**src/rtl/pdm_pkg.sv**
```systemverilog
// Shared types and constants for the PCM framing path.
package pdm_pkg;

  typedef enum logic [2:0] {
    ST_IDLE,
    ST_HDR_SYNC,
    ST_HDR_SEQ,
    ST_HDR_FLAGS,
    ST_SAMP_LO,
    ST_SAMP_HI,
    ST_CHECKSUM
  } packer_state_t;

  localparam logic [7:0] SYNC_BYTE_DEFAULT = 8'hA5;
  localparam int         FLAG_OVF_BIT      = 0;

  function automatic logic [15:0] sat_inc16(input logic [15:0] v);
    return (v == 16'hFFFF) ? v : v + 16'd1;
  endfunction

endpackage

```
**src/rtl/pcm_skid_fifo.sv**
```systemverilog
// Small first-word fall-through sample buffer; push+pop on a full buffer is legal.
module pcm_skid_fifo #(
  parameter int WIDTH = 16,
  parameter int DEPTH = 4
) (
  input  logic                     clk,
  input  logic                     rst,
  input  logic                     push,
  input  logic                     pop,
  input  logic [WIDTH-1:0]         din,
  output logic [WIDTH-1:0]         head,
  output logic                     full,
  output logic                     empty,
  output logic [$clog2(DEPTH):0]   count
);

  localparam int AW = $clog2(DEPTH);

  logic [WIDTH-1:0] mem_q [DEPTH];
  logic [AW-1:0]    rd_q, wr_q;
  logic [AW:0]      cnt_q;
  logic             do_push, do_pop;

  assign full    = (cnt_q == (AW+1)'(DEPTH));
  assign empty   = (cnt_q == '0);
  assign count   = cnt_q;
  assign head    = mem_q[rd_q];
  assign do_pop  = pop && !empty;
  assign do_push = push && (!full || do_pop);

  always_ff @(posedge clk) begin
    if (do_push) mem_q[wr_q] <= din;
  end

  always_ff @(posedge clk) begin
    if (rst) begin
      rd_q  <= '0;
      wr_q  <= '0;
      cnt_q <= '0;
    end else begin
      if (do_push) wr_q <= wr_q + AW'(1);
      if (do_pop)  rd_q <= rd_q + AW'(1);
      unique case ({do_push, do_pop})
        2'b10:   cnt_q <= cnt_q + (AW+1)'(1);
        2'b01:   cnt_q <= cnt_q - (AW+1)'(1);
        default: ;
      endcase
    end
  end

endmodule

```
**src/rtl/pcm_frame_packer.sv**
```systemverilog
// Packs PCM samples into SYNC/seq/flags/samples/checksum byte frames for the TX FIFO.
module pcm_frame_packer
  import pdm_pkg::*;
#(
  parameter int         SAMPLES_PER_FRAME = 32,
  parameter int         SKID_DEPTH        = 4,
  parameter logic [7:0] SYNC_BYTE         = SYNC_BYTE_DEFAULT
) (
  input  logic        clk,
  input  logic        rst,
  input  logic        enable,
  input  logic [15:0] pcm_in,
  input  logic        pcm_valid,
  input  logic        fifo_full,
  output logic        fifo_wr_en,
  output logic [7:0]  fifo_write_data,
  output logic [15:0] overflow_count,
  output logic        busy
);

  localparam int CW = (SAMPLES_PER_FRAME > 1) ? $clog2(SAMPLES_PER_FRAME) : 1;
  localparam logic [CW-1:0] LAST_SAMP = CW'(SAMPLES_PER_FRAME - 1);

  packer_state_t state_q;
  logic          wr_en_q, ovf_flag_q;
  logic [7:0]    wdata_q, seq_q, csum_q, hi_q, flags_byte;
  logic [15:0]   ovf_cnt_q;
  logic [CW-1:0] samp_q;

  logic [15:0]   skid_head;
  logic          skid_full, skid_empty;
  logic [$clog2(SKID_DEPTH):0] skid_count;
  logic          accept, emit_ok, pop, drop, flags_emit;

  // Gap after every write hides the TX FIFO full-flag latency.
  assign emit_ok    = !fifo_full && !wr_en_q;
  assign accept     = pcm_valid && (enable || state_q != ST_IDLE);
  assign pop        = (state_q == ST_SAMP_LO) && emit_ok && !skid_empty;
  assign drop       = accept && skid_full && !pop;
  assign flags_emit = (state_q == ST_HDR_FLAGS) && emit_ok;

  always_comb begin
    flags_byte               = '0;
    flags_byte[FLAG_OVF_BIT] = ovf_flag_q;
  end

  pcm_skid_fifo #(.WIDTH(16), .DEPTH(SKID_DEPTH)) u_skid (
    .clk   (clk),
    .rst   (rst),
    .push  (accept),
    .pop   (pop),
    .din   (pcm_in),
    .head  (skid_head),
    .full  (skid_full),
    .empty (skid_empty),
    .count (skid_count)
  );

  always_ff @(posedge clk) begin
    if (rst) begin
      state_q    <= ST_IDLE;
      wr_en_q    <= 1'b0;
      wdata_q    <= '0;
      ovf_cnt_q  <= '0;
      ovf_flag_q <= 1'b0;
      seq_q      <= '0;
      csum_q     <= '0;
      hi_q       <= '0;
      samp_q     <= '0;
    end else begin
      wr_en_q <= 1'b0;
      if (drop) ovf_cnt_q <= sat_inc16(ovf_cnt_q);
      // A drop coinciding with the flags byte stays visible for the next frame.
      ovf_flag_q <= drop || (ovf_flag_q && !flags_emit);

      unique case (state_q)
        ST_IDLE: if (enable && skid_count != '0) begin
          state_q <= ST_HDR_SYNC;
          csum_q  <= '0;
          samp_q  <= '0;
        end
        ST_HDR_SYNC: if (emit_ok) begin
          wr_en_q <= 1'b1;
          wdata_q <= SYNC_BYTE;
          state_q <= ST_HDR_SEQ;
        end
        ST_HDR_SEQ: if (emit_ok) begin
          wr_en_q <= 1'b1;
          wdata_q <= seq_q;
          csum_q  <= csum_q ^ seq_q;
          state_q <= ST_HDR_FLAGS;
        end
        ST_HDR_FLAGS: if (emit_ok) begin
          wr_en_q <= 1'b1;
          wdata_q <= flags_byte;
          csum_q  <= csum_q ^ flags_byte;
          state_q <= ST_SAMP_LO;
        end
        ST_SAMP_LO: if (pop) begin
          wr_en_q <= 1'b1;
          wdata_q <= skid_head[7:0];
          hi_q    <= skid_head[15:8];
          csum_q  <= csum_q ^ skid_head[7:0];
          state_q <= ST_SAMP_HI;
        end
        ST_SAMP_HI: if (emit_ok) begin
          wr_en_q <= 1'b1;
          wdata_q <= hi_q;
          csum_q  <= csum_q ^ hi_q;
          if (samp_q == LAST_SAMP) begin
            state_q <= ST_CHECKSUM;
          end else begin
            samp_q  <= samp_q + CW'(1);
            state_q <= ST_SAMP_LO;
          end
        end
        ST_CHECKSUM: if (emit_ok) begin
          wr_en_q <= 1'b1;
          wdata_q <= csum_q;
          seq_q   <= seq_q + 8'd1;
          state_q <= ST_IDLE;
        end
        default: state_q <= ST_IDLE;
      endcase
    end
  end

  assign fifo_wr_en      = wr_en_q;
  assign fifo_write_data = wdata_q;
  assign overflow_count  = ovf_cnt_q;
  assign busy            = (state_q != ST_IDLE);

endmodule

```
**config.mk**
```make
export PLATFORM = sky130hd
export DESIGN_NAME = pcm_frame_packer
export DESIGN_NICKNAME = d
export VERILOG_FILES = /design/src/rtl/pdm_pkg.sv /design/src/rtl/pcm_skid_fifo.sv /design/src/rtl/pcm_frame_packer.sv
export SDC_FILE = /design/constraint.sdc
export NUM_CORES = 1
export LEC_CHECK = 0
export CORE_UTILIZATION = 30
export DETAILED_ROUTE_END_ITERATION = 12
export GPL_TIMING_DRIVEN = 0
export MAX_ROUTING_LAYER = met4
export PLACE_DENSITY_LB_ADDON = 0.3
export SYNTH_ARGS = -nofsm -noshare
export SYNTH_HDL_FRONTEND = slang
export SYNTH_SLANG_ARGS = --single-unit
```
**constraint.sdc**
```tcl
create_clock -name clk -period 4.9 [get_ports clk]
set_input_delay 0.49 -clock clk [delete_from_list [all_inputs] [get_ports clk]]
set_output_delay 0.49 -clock clk [all_outputs]
set_load 0.01 [all_outputs]
```
==> results.py, run 1 <==
metrics = {
    "route": {
        "first_pass_iters": 5,
        "wl_per_cell_um": 16.2,
        "drc": 0,
        "antenna_left": 0,
        "via_per_inst": 5.01,
        "drtIter0Drc": 278,
        "vias": 4427,
        "routed_wl_mm": 14.3,
    },
    "power_and_ir_drop": {
        "p_int_mw": 2.15,
        "combPwrFrac_pct": 18.1,
        "ir_worst_vdd_v": 0.000257,
        "p_sw_mw": 0.860,
        "swShare_pct": 28.6,
        "clock_power_share_pct": 39.8,
        "cellPowerDensity_mw_per_mm2": 409,
        "sequentialPowerShare_pct": 42.2,
        "p_leak_nw": 2.39,
    },
    "layout": {
        "design_area_mm2": 0.00735,
        "area_growth_pct": 22.3,
        "final_cell_mix": "dfxtp_1 (67), edfxtp_1 (64), nor2_1 (61)",
        "drive_gt1_share_pct": 12.3,
        "diodes": 0,
        "stdcell_count": 883,
        "layout_commonest_cell": "dfxtp_1",
        "finalNetCount": 637,
    },
    "logic_synthesis": {
        "synthDominantCellAreaShare_pct": 32.0,
        "ys_top_cells_by_area": "edfxtp_1 (32%), dfxtp_1 (22%), mux4_2 (5.6%), nor2_1 (3.8%), nand2_1 (3.2%)",
        "synth_edf_count": 64,
        "yosysSeqAreaShare_pct": 54.3,
        "yosys_warnings": 0,
        "syn-num-nets": 573,
        "ys_types": 61,
        "syn_inst": 541,
        "postSynthAreaPerCell_um2": 11.1,
        "ys.flop_type": "dfxtp_1",
        "synth.cell_area_mm2": 0.00601,
        "yosysTopAreaCell": "edfxtp_1",
        "async_flop_share_pct": 0,
        "ys_ff_latch": 131,
    },
    "cts": {
        "post_cts_resize_count": 0,
        "ctsRootBufferMaster": "clkbuf_16",
        "cts_max_path_buffers": 2,
        "tritoncts": "yes",
        "ctsHoldBuffers": 0,
        "clkLatencyLatePin_ps": 420,
        "cts_setup_buffers": 0,
        "h-tree-depth": 4,
        "cts_num_sinks": 131,
        "path_clk_slew_ps": 60,
        "cts_buffers": 17,
    },
    "worst_setup_path": {
        "reg2reg_to": "u_skid.count[2]$_SDFFE_PP0P_",
        "path_class": "input port to flop",
        "critPathArrivalTime_ps": 3150,
        "r2r_setup_slack_ps": 2070,
        "crit_family": "buffers and inverters",
        "cp-start-kind": "input port",
        "crit_buf_inv": 3,
        "cpMaxStageDelayCell": "clkdlybuf4s50_1",
        "r2r_cells": 9,
        "end_kind": "flop",
        "cp_common_cell": "buf_2",
        "r2r-start": "state_q[2]$_SDFFE_PP0P_",
        "crit_required_ps": 5200,
        "worstPathMaxFanout": 10,
        "worstPathCellList": "clkdlybuf4s50_1 > or3b_1 > buf_2 > nor3b_4 > buf_2 > nand2_1 > fa_1 > and3_1 > a21oi_1 > mux2_1",
        "critPathMaxStageDelay_ps": 470,
    },
    "run_status": {
        "status": "complete, no violations",
    },
    "floorplanning": {
        "ios": 47,
        "fp.coreArea_mm2": 0.0195,
        "rows": 51,
        "die_area_mm2": 0.0206,
        "start_util_pct": 30.8,
        "die_h_um": 144,
        "die_w_um": 144,
    },
    "grt": {
        "grt_max_degree": 17,
        "grt_pass1_vias": 4476,
        "grt_pass1_wl_mm": 22.9,
        "grtUsageTotal_pct": 15.3,
        "overflow": 0,
        "antenna_found_initial": 0,
    },
    "job": {
        "cap_violations": 0,
    },
    "placement": {
        "port_buffers": 45,
        "gp_congestion": 0.832,
        "dp.cells": 851,
        "dp_hpwl_mm": 10.1,
        "dpl-instance-area_mm2": 0.00679,
    },
    "hold_path": {
        "min_to": "fifo_write_data[6]$_SDFFE_PP0P_",
        "hold_path_depth": 2,
        "hold_start": "fifo_write_data[6]$_SDFFE_PP0P_",
        "hold_class": "flop to flop",
    },
    "timing": {
        "maxSlewViolCount": 0,
        "period_needed_ps": 2850,
        "rsz0062_at_grt": "false",
        "tns_ps": 0,
        "hold_violations": 0,
        "setup_viol": 0,
        "fin_skew_ps": 8.21,
        "slew_headroom_pct": 36.7,
        "fmax_mhz": 351,
        "tightest_slew_ps": 942,
        "fin_crit_sh_pct": 58.2,
    },
}
layer usage:
layer / wire length [um] / GRT usage, % / up-vias
met1: 6340 / 18.7 / 2147
li1: - / - / 2116
met4: 227 / 5.71 / 0
met5: 0 / - / -
met2: 6870 / 24.7 / 142
met3: 833 / 3.47 / 22
power by group through the flow:
stage                     sequential, mW  clock [mW]  combinational, mW
after floorplan                     1.28           0              0.355
after global placement              1.29           0              0.527
after detailed placement            1.29           0              0.539
after CTS                           1.27        1.22              0.541
after global routing                1.28        1.27              0.593
final                               1.27        1.20              0.543
cells by family after synthesis:
family / Yosys count / synth area share (%)
AOI/OAI and AO/OA: 86 / 9.64
buffers and inverters: 42 / 3.10
adders and majority gates: 11 / 2.42
DFF: 131 / 54.3
and+or+nand+nor: 205 / 16.8
xor gates and xnor gates: 26 / 3.79
muxes: 40 / 9.97
synthesized netlist by cell type, types with 8 or more instances:
cell	n
o21ai_0	16
buf_2	11
inv_1	11
or3_1	9
clkbuf_1	16
mux4_2	15
dfxtp_1	67
edfxtp_1	64
xnor2_1	18
ha_1	10
nor3_1	14
xor2_1	8
nor2_1	61
mux2i_1	16
nand3_1	18
nand2_1	52
a21oi_1	29
final cells by class:
type,count,area [um^2]
clock buffer,19,433
buffer,31,145
inverter,11,41.3
multi-input combinational,368,2560
tap,265,332
clock inverter,13,128
timing repair buffer,45,450
fill,1939,12200
sequential,131,3260
per-stage QoR:
step | hold WS [ps] | setup slack [ps] | total power [mW] | util [%]
6_report | 461 | 2050 | 3.01 | 37.7
4_1_cts | 461 | 2060 | 3.03 | 37.7
3_3_place_gp | 435 | 1640 | 1.81 | 34.8
3_5_place_dp | 447 | 1660 | 1.83 | 34.8
5_1_grt | 486 | 1910 | 3.14 | 37.7
2_1_floorplan | 424 | 2330 | 1.64 | -
sequential cells by signal, summed over array words and instances, names as in the netlist, named ones only:
| register | count |
|---|---|
| seq_q | 8 |
| ovf_flag_q | 1 |
| u_skid.rd_q | 2 |
| u_skid.count | 3 |
| fifo_write_data | 8 |
| overflow_count | 16 |
| hi_q | 8 |
| samp_q | 5 |
| state_q | 3 |
| fifo_wr_en | 1 |
| u_skid.wr_q | 2 |
| u_skid.mem_q | 64 |
| csum_q | 8 |
worst register-to-register path: stages (launching register included):
cell and delay [ps]:
dfxtp_1 510, or3b_1 380, buf_2 180, nor3b_4 280, buf_2 270, nand2_1 90
fa_1 380, and3_1 150, a21oi_1 140, mux2_1 330
how the worst max path moves through the flow:
stage                       startpoint                      endpoint  slack [ps]  cells past startpoint
2_1_floorplan                fifo_full  u_skid.count[2]$_SDFFE_PP0P_        2330                      9
3_3_place_gp                 fifo_full  u_skid.count[2]$_SDFFE_PP0P_        1640                     10
3_5_place_dp                 fifo_full  u_skid.count[2]$_SDFFE_PP0P_        1660                     10
4_1_cts        state_q[2]$_SDFFE_PP0P_  u_skid.count[2]$_SDFFE_PP0P_        2060                      9
5_1_grt        state_q[2]$_SDFFE_PP0P_  u_skid.count[2]$_SDFFE_PP0P_        1910                      9
6_report                     fifo_full  u_skid.count[2]$_SDFFE_PP0P_        2050                     10
Note: power is estimated with default switching activity, not from simulation.
==> run 2: changes to the inputs <==
==> constraint.sdc (replaced) <==
create_clock -name clk -period 2.7 [get_ports clk]
set_input_delay 0.27 -clock clk [delete_from_list [all_inputs] [get_ports clk]]
set_output_delay 0.27 -clock clk [all_outputs]
set_load 0.01 [all_outputs]
==> run 2 against run 1 <==
  * Core utilization up 0.070 points
  * Largest cell class unchanged
  * Sequential share of layout area down 0.066 points
  * Critical path depth down 1
  * Highest routed layer unchanged
  * Routed wire length about the same
  * Cell count up 0.11%
  * Total power up 81%
  * Clock-buffer cell count unchanged
  * Worst setup slack worse by 1900 ps
  * Via count about the same
==> results.py, run 2 (synthesis gave the netlist of run 1 again) <==
metrics = {
    "run_status": {
        "status": "complete, no violations",
    },
    "power_and_ir_drop": {
        "p_sw_mw": 1.55,
        "clock_power_share_pct": 39.7,
        "cellPowerDensity_mw_per_mm2": 740,
        "combPwrFrac_pct": 18.1,
        "sequentialPowerShare_pct": 42.2,
        "swShare_pct": 28.5,
        "ir_worst_vdd_v": 0.000465,
        "p_leak_nw": 2.40,
        "p_int_mw": 3.90,
    },
    "layout": {
        "diodes": 0,
        "n_fill_cell": 1936,
        "top_register": "u_skid.mem_q",
        "finalNetCount": 638,
        "layout_commonest_cell": "dfxtp_1",
        "area_growth_pct": 22.6,
        "largest_register_ffs": 64,
        "drive_gt1_share_pct": 12.9,
        "design_area_mm2": 0.00737,
        "stdcell_count": 884,
        "final_cell_mix": "dfxtp_1 (66), edfxtp_1 (64), nor2_1 (61)",
    },
    "floorplanning": {
        "die_area_mm2": 0.0206,
        "rows": 51,
        "die_h_um": 144,
        "start_util_pct": 30.8,
        "ios": 47,
        "fp.coreArea_mm2": 0.0195,
        "die_w_um": 144,
    },
    "worst_setup_path": {
        "worstPathMaxFanout": 10,
        "critPathMaxStageDelay_ps": 420,
        "cpMaxStageDelayCell": "dfxtp_2",
        "r2r_setup_slack_ps": 130,
        "crit_required_ps": 3000,
        "cp-start-kind": "flop",
        "end_kind": "flop",
        "crit_family": "simple AND/OR/NAND/NOR gates",
        "worstPathCellList": "or3b_1 > buf_2 > nor3b_4 > buf_4 > nand2_1 > fa_1 > and3_1 > a21oi_1 > mux2_1",
        "crit_buf_inv": 2,
        "critPathArrivalTime_ps": 2870,
        "path_class": "flop to flop",
    },
    "cts": {
        "h-tree-depth": 4,
        "cts_num_sinks": 131,
        "ctsRootBufferMaster": "clkbuf_16",
        "cts_buffers": 17,
        "path_clk_slew_ps": 60,
        "cts_max_path_buffers": 2,
        "clkLatencyLatePin_ps": 420,
        "tritoncts": "yes",
    },
    "timing": {
        "hold_violations": 0,
        "fin_crit_sh_pct": 95.0,
        "slew_headroom_pct": 35.6,
        "fin_skew_ps": 8.19,
        "setup_viol": 0,
        "tightest_slew_ps": 959,
        "period_needed_ps": 2570,
        "fmax_mhz": 390,
        "maxSlewViolCount": 0,
    },
    "route": {
        "vias": 4431,
        "drtIter0Drc": 264,
        "antenna_left": 0,
        "drc": 0,
        "routed_wl_mm": 14.3,
        "wl_per_cell_um": 16.2,
        "first_pass_iters": 5,
        "via_per_inst": 5.01,
    },
    "hold_path": {
        "hold_class": "input port to flop",
    },
    "grt": {
        "grtUsageTotal_pct": 15.3,
        "grt_pass1_wl_mm": 22.9,
        "grt_pass1_vias": 4480,
        "overflow": 0,
        "grt_max_degree": 17,
        "antenna_found_initial": 0,
    },
    "job": {
        "cap_violations": 0,
    },
    "placement": {
        "port_buffers": 45,
        "dp_hpwl_mm": 10.1,
        "dpl-instance-area_mm2": 0.00679,
        "dp.cells": 851,
        "gp_congestion": 0.832,
    },
}
run 2: cell count changes in the layout (fill, tap and decap cells not counted), sizes merged:
cell / before / now
buf: 15 / 16
run 2: through the flow:
step | hold slack (ps) | setup WS (ps) | TNS [ps] | utilization (%) | power, mW
2_1_floorplan | 369 | 190 | 0 | - | 2.97
3_3_place_gp | 435 | -344 | -486 | 34.8 | 3.29
3_5_place_dp | 447 | -323 | -471 | 34.8 | 3.32
4_1_cts | 310 | 19.7 | 0 | 37.7 | 5.50
5_1_grt | 371 | -39.0 | -517 | 37.7 | 5.70
6_report | 325 | 135 | 0 | 37.7 | 5.45
run 2: path summary, 6_finish.rpt:
kind / start / endpoint / cells after the start
setup / recovery: state_q[2]$_SDFFE_PP0P_ / u_skid.count[2]$_SDFFE_PP0P_ / 9
setup reg to reg: state_q[2]$_SDFFE_PP0P_ / u_skid.count[2]$_SDFFE_PP0P_ / 9
hold reg to reg: fifo_write_data[6]$_SDFFE_PP0P_ / fifo_write_data[6]$_SDFFE_PP0P_ / 2
hold / removal: rst / u_skid.count[2]$_SDFFE_PP0P_ / 3
run 2: area by class of cell:
type                    instances  area (um^2)  area share, %
repair buffers                 46          458           6.22
clock buffers                  19          433           5.88
clock inverters                13          128           1.73
flip-flops and latches        131         3260           44.3
inverters                      11         41.3          0.561
well taps                     265          332           4.50
plain buffers                  31          148           2.00
multi-input cells             368         2560           34.8
run 2: tightest hold or removal path, delay by kind of cell:
| kind | cells | cell delay [ps] |
|---|---|---|
| buffers and inverters | 1 | 180 |
| AND/OR/NAND/NOR | 1 | 140 |
| multiplexers | 1 | 120 |
run 2: layer usage:
layer  GRT usage (%)  vias up  part of all wire, %  wire [um]
met5               -        -                    0          0
met4            5.71        0                  1.8        261
met3            3.47       28                  5.6        794
met2            24.7      138                   48       6860
met1            18.7     2149                   45       6370
li1                -     2116                    -          -
run 2: power by group through the flow:
stage	clock (mW)	sequential [mW]	combinational, mW
5_1_grt	2.30	2.32	1.08
4_1_cts	2.22	2.30	0.982
6_report	2.17	2.30	0.985
3_3_place_gp	0	2.34	0.957
2_1_floorplan	0	2.33	0.644
3_5_place_dp	0	2.34	0.978
run 2: repair_timing:
| item | in CTS | in global routing |
|---|---|---|
| endpoints found under the setup margin | 1 | 20 |
| pin swaps | 0 | 1 |
| hold buffers | 0 | 0 |
| resized for setup | 2 | 2 |
| setup buffers | 0 | 1 |
==> run 3: changes to the inputs <==
==> constraint.sdc (replaced) <==
create_clock -name clk -period 2.4 [get_ports clk]
set_input_delay 0.24 -clock clk [delete_from_list [all_inputs] [get_ports clk]]
set_output_delay 0.24 -clock clk [all_outputs]
set_load 0.01 [all_outputs]
==> run 3 against run 2 <==
  * Non-clock buffer count rose by 1
  * Combinational power rose by 17%
  * Largest cell class unchanged
  * Via count fell by 1.2%
==> results.py, run 3 (synthesis gave the netlist of run 1 again) <==
metrics = {
    "hold_path": {
        "hold_class": "input port to flop",
        "min_to": "u_skid.count[2]$_SDFFE_PP0P_",
        "hold_start": "rst",
        "hold_path_depth": 3,
    },
    "placement": {
        "dp_hpwl_mm": 10.1,
        "port_buffers": 45,
        "place_ws_ps": -526,
        "dpl-instance-area_mm2": 0.00680,
        "dp.cells": 851,
        "gp_congestion": 0.846,
    },
    "floorplanning": {
        "ios": 47,
        "rows": 51,
        "fp.coreArea_mm2": 0.0195,
        "start_util_pct": 30.8,
        "die_w_um": 144,
        "die_area_mm2": 0.0206,
        "die_h_um": 144,
    },
    "grt": {
        "antenna_found_initial": 0,
        "grt_pass1_wl_mm": 23.0,
        "grt_pass1_vias": 4467,
        "overflow": 0,
        "grtUsageTotal_pct": 15.4,
        "grt_max_degree": 17,
    },
    "layout": {
        "n_fill_cell": 1927,
        "stdcell_count": 885,
        "finalNetCount": 639,
        "layout_commonest_cell": "dfxtp_1",
        "drive_gt1_share_pct": 15.3,
        "area_growth_pct": 24.2,
        "final_cell_mix": "dfxtp_1 (66), edfxtp_1 (64), nor2_1 (60)",
        "diodes": 0,
        "largest_register_ffs": 64,
        "top_register": "u_skid.mem_q",
        "design_area_mm2": 0.00747,
    },
    "worst_setup_path": {
        "cp_common_cell": "buf_6",
        "r2r-start": "state_q[2]$_SDFFE_PP0P_",
        "worstPathCellList": "or3b_4 > buf_6 > nor3b_4 > buf_6 > nand2_1 > fa_2 > and3_4 > a21oi_2 > mux2_4",
        "worstPathMaxFanout": 9,
        "cpMaxStageDelayCell": "dfxtp_4",
        "cp-start-kind": "flop",
        "reg2reg_to": "u_skid.count[2]$_SDFFE_PP0P_",
        "critPathArrivalTime_ps": 2690,
        "critPathMaxStageDelay_ps": 400,
        "r2r_cells": 9,
        "path_class": "flop to flop",
        "r2r_setup_slack_ps": 20,
        "crit_required_ps": 2710,
        "end_kind": "flop",
    },
    "cts": {
        "ctsRootBufferMaster": "clkbuf_16",
        "path_clk_slew_ps": 60,
        "ctsHoldBuffers": 0,
        "cts_max_path_buffers": 2,
        "cts_num_sinks": 131,
        "h-tree-depth": 4,
        "clkLatencyLatePin_ps": 420,
        "tritoncts": "yes",
        "cts_buffers": 17,
    },
    "route": {
        "first_pass_iters": 4,
        "drtIter0Drc": 214,
        "drc": 0,
        "vias": 4376,
        "routed_wl_mm": 14.5,
        "antenna_left": 0,
        "wl_per_cell_um": 16.4,
        "via_per_inst": 4.94,
    },
    "timing": {
        "fin_ws_ps": 21.1,
        "fin_skew_ps": 6.43,
        "tns_ps": 0,
        "slew_headroom_pct": 38.2,
        "tightest_slew_ps": 920,
        "fmax_mhz": 420,
        "period_needed_ps": 2380,
        "maxSlewViolCount": 0,
        "rsz0062_at_grt": "true",
        "setup_viol": 0,
        "fin_crit_sh_pct": 99.1,
        "hold_violations": 0,
    },
    "power_and_ir_drop": {
        "cellPowerDensity_mw_per_mm2": 854,
        "ir_worst_vdd_v": 0.000543,
        "p_leak_nw": 2.45,
        "total_power_mw": 6.38,
    },
    "job": {
        "cap_violations": 0,
    },
    "run_status": {
        "status": "complete, no violations",
    },
}
run 3: final cells by class:
class / count / area, um^2 / share of cell area (%)
flip-flops and latches: 131 / 3270 / 43.8
multi-input cells: 368 / 2600 / 34.9
repair buffers: 47 / 465 / 6.23
clock buffers: 18 / 429 / 5.75
well taps: 265 / 332 / 4.44
clock inverters: 14 / 168 / 2.25
plain buffers: 31 / 160 / 2.15
inverters: 11 / 41.3 / 0.553
run 3: per-stage QoR:
stage,hold slack (ps),util (%)
finish,325,38.2
detailed placement,451,34.8
global placement,435,34.8
CTS,274,38.0
floorplan,339,-
global route,361,38.2
run 3: timing repair:
item                       CTS  global route
pin swaps                    1             1
resized for setup           11            13
buffers inserted             1             1
setup endpoints to repair   71            69
run 3: worst max path at each step:
stage / startpoint / slack, ps / cells past startpoint / end
after CTS: state_q[2]$_SDFFE_PP0P_ / -30 / 9 / u_skid.count[2]$_SDFFE_PP0P_
after global routing: state_q[2]$_SDFFE_PP0P_ / -50 / 9 / u_skid.count[2]$_SDFFE_PP0P_
after floorplan: fifo_wr_en$_SDFF_PP0_ / 0.9 / 9 / u_skid.count[2]$_SDFFE_PP0P_
after detailed placement: fifo_full / -530 / 10 / u_skid.count[2]$_SDFFE_PP0P_
final: state_q[2]$_SDFFE_PP0P_ / 20 / 9 / u_skid.count[2]$_SDFFE_PP0P_
after global placement: fifo_full / -530 / 10 / u_skid.count[2]$_SDFFE_PP0P_
run 3: power by group:
| part | leakage [nW] | total, mW | switching, mW | internal [mW] |
|---|---|---|---|---|
| clock network | 0.292 | 2.65 | 1.08 | 1.57 |
| logic | 1.03 | 1.15 | 0.692 | 0.455 |
| registers | 1.12 | 2.59 | 0.0844 | 2.50 |
run 3: critical path: cells and delay by family, from the launching register on:
family,cells,cell delay (ps)
simple gates,4,820
flops,1,400
fa+ha+maj,1,350
mux,1,300
buf+inv,2,270
compound gates,1,120
run 3: per-layer routing:
metal	GRT usage (%)	share of wire (%)
met5	-	0
met2	25.4	49
met3	4.07	4.5
met1	18.2	45
met4	5.43	1.5
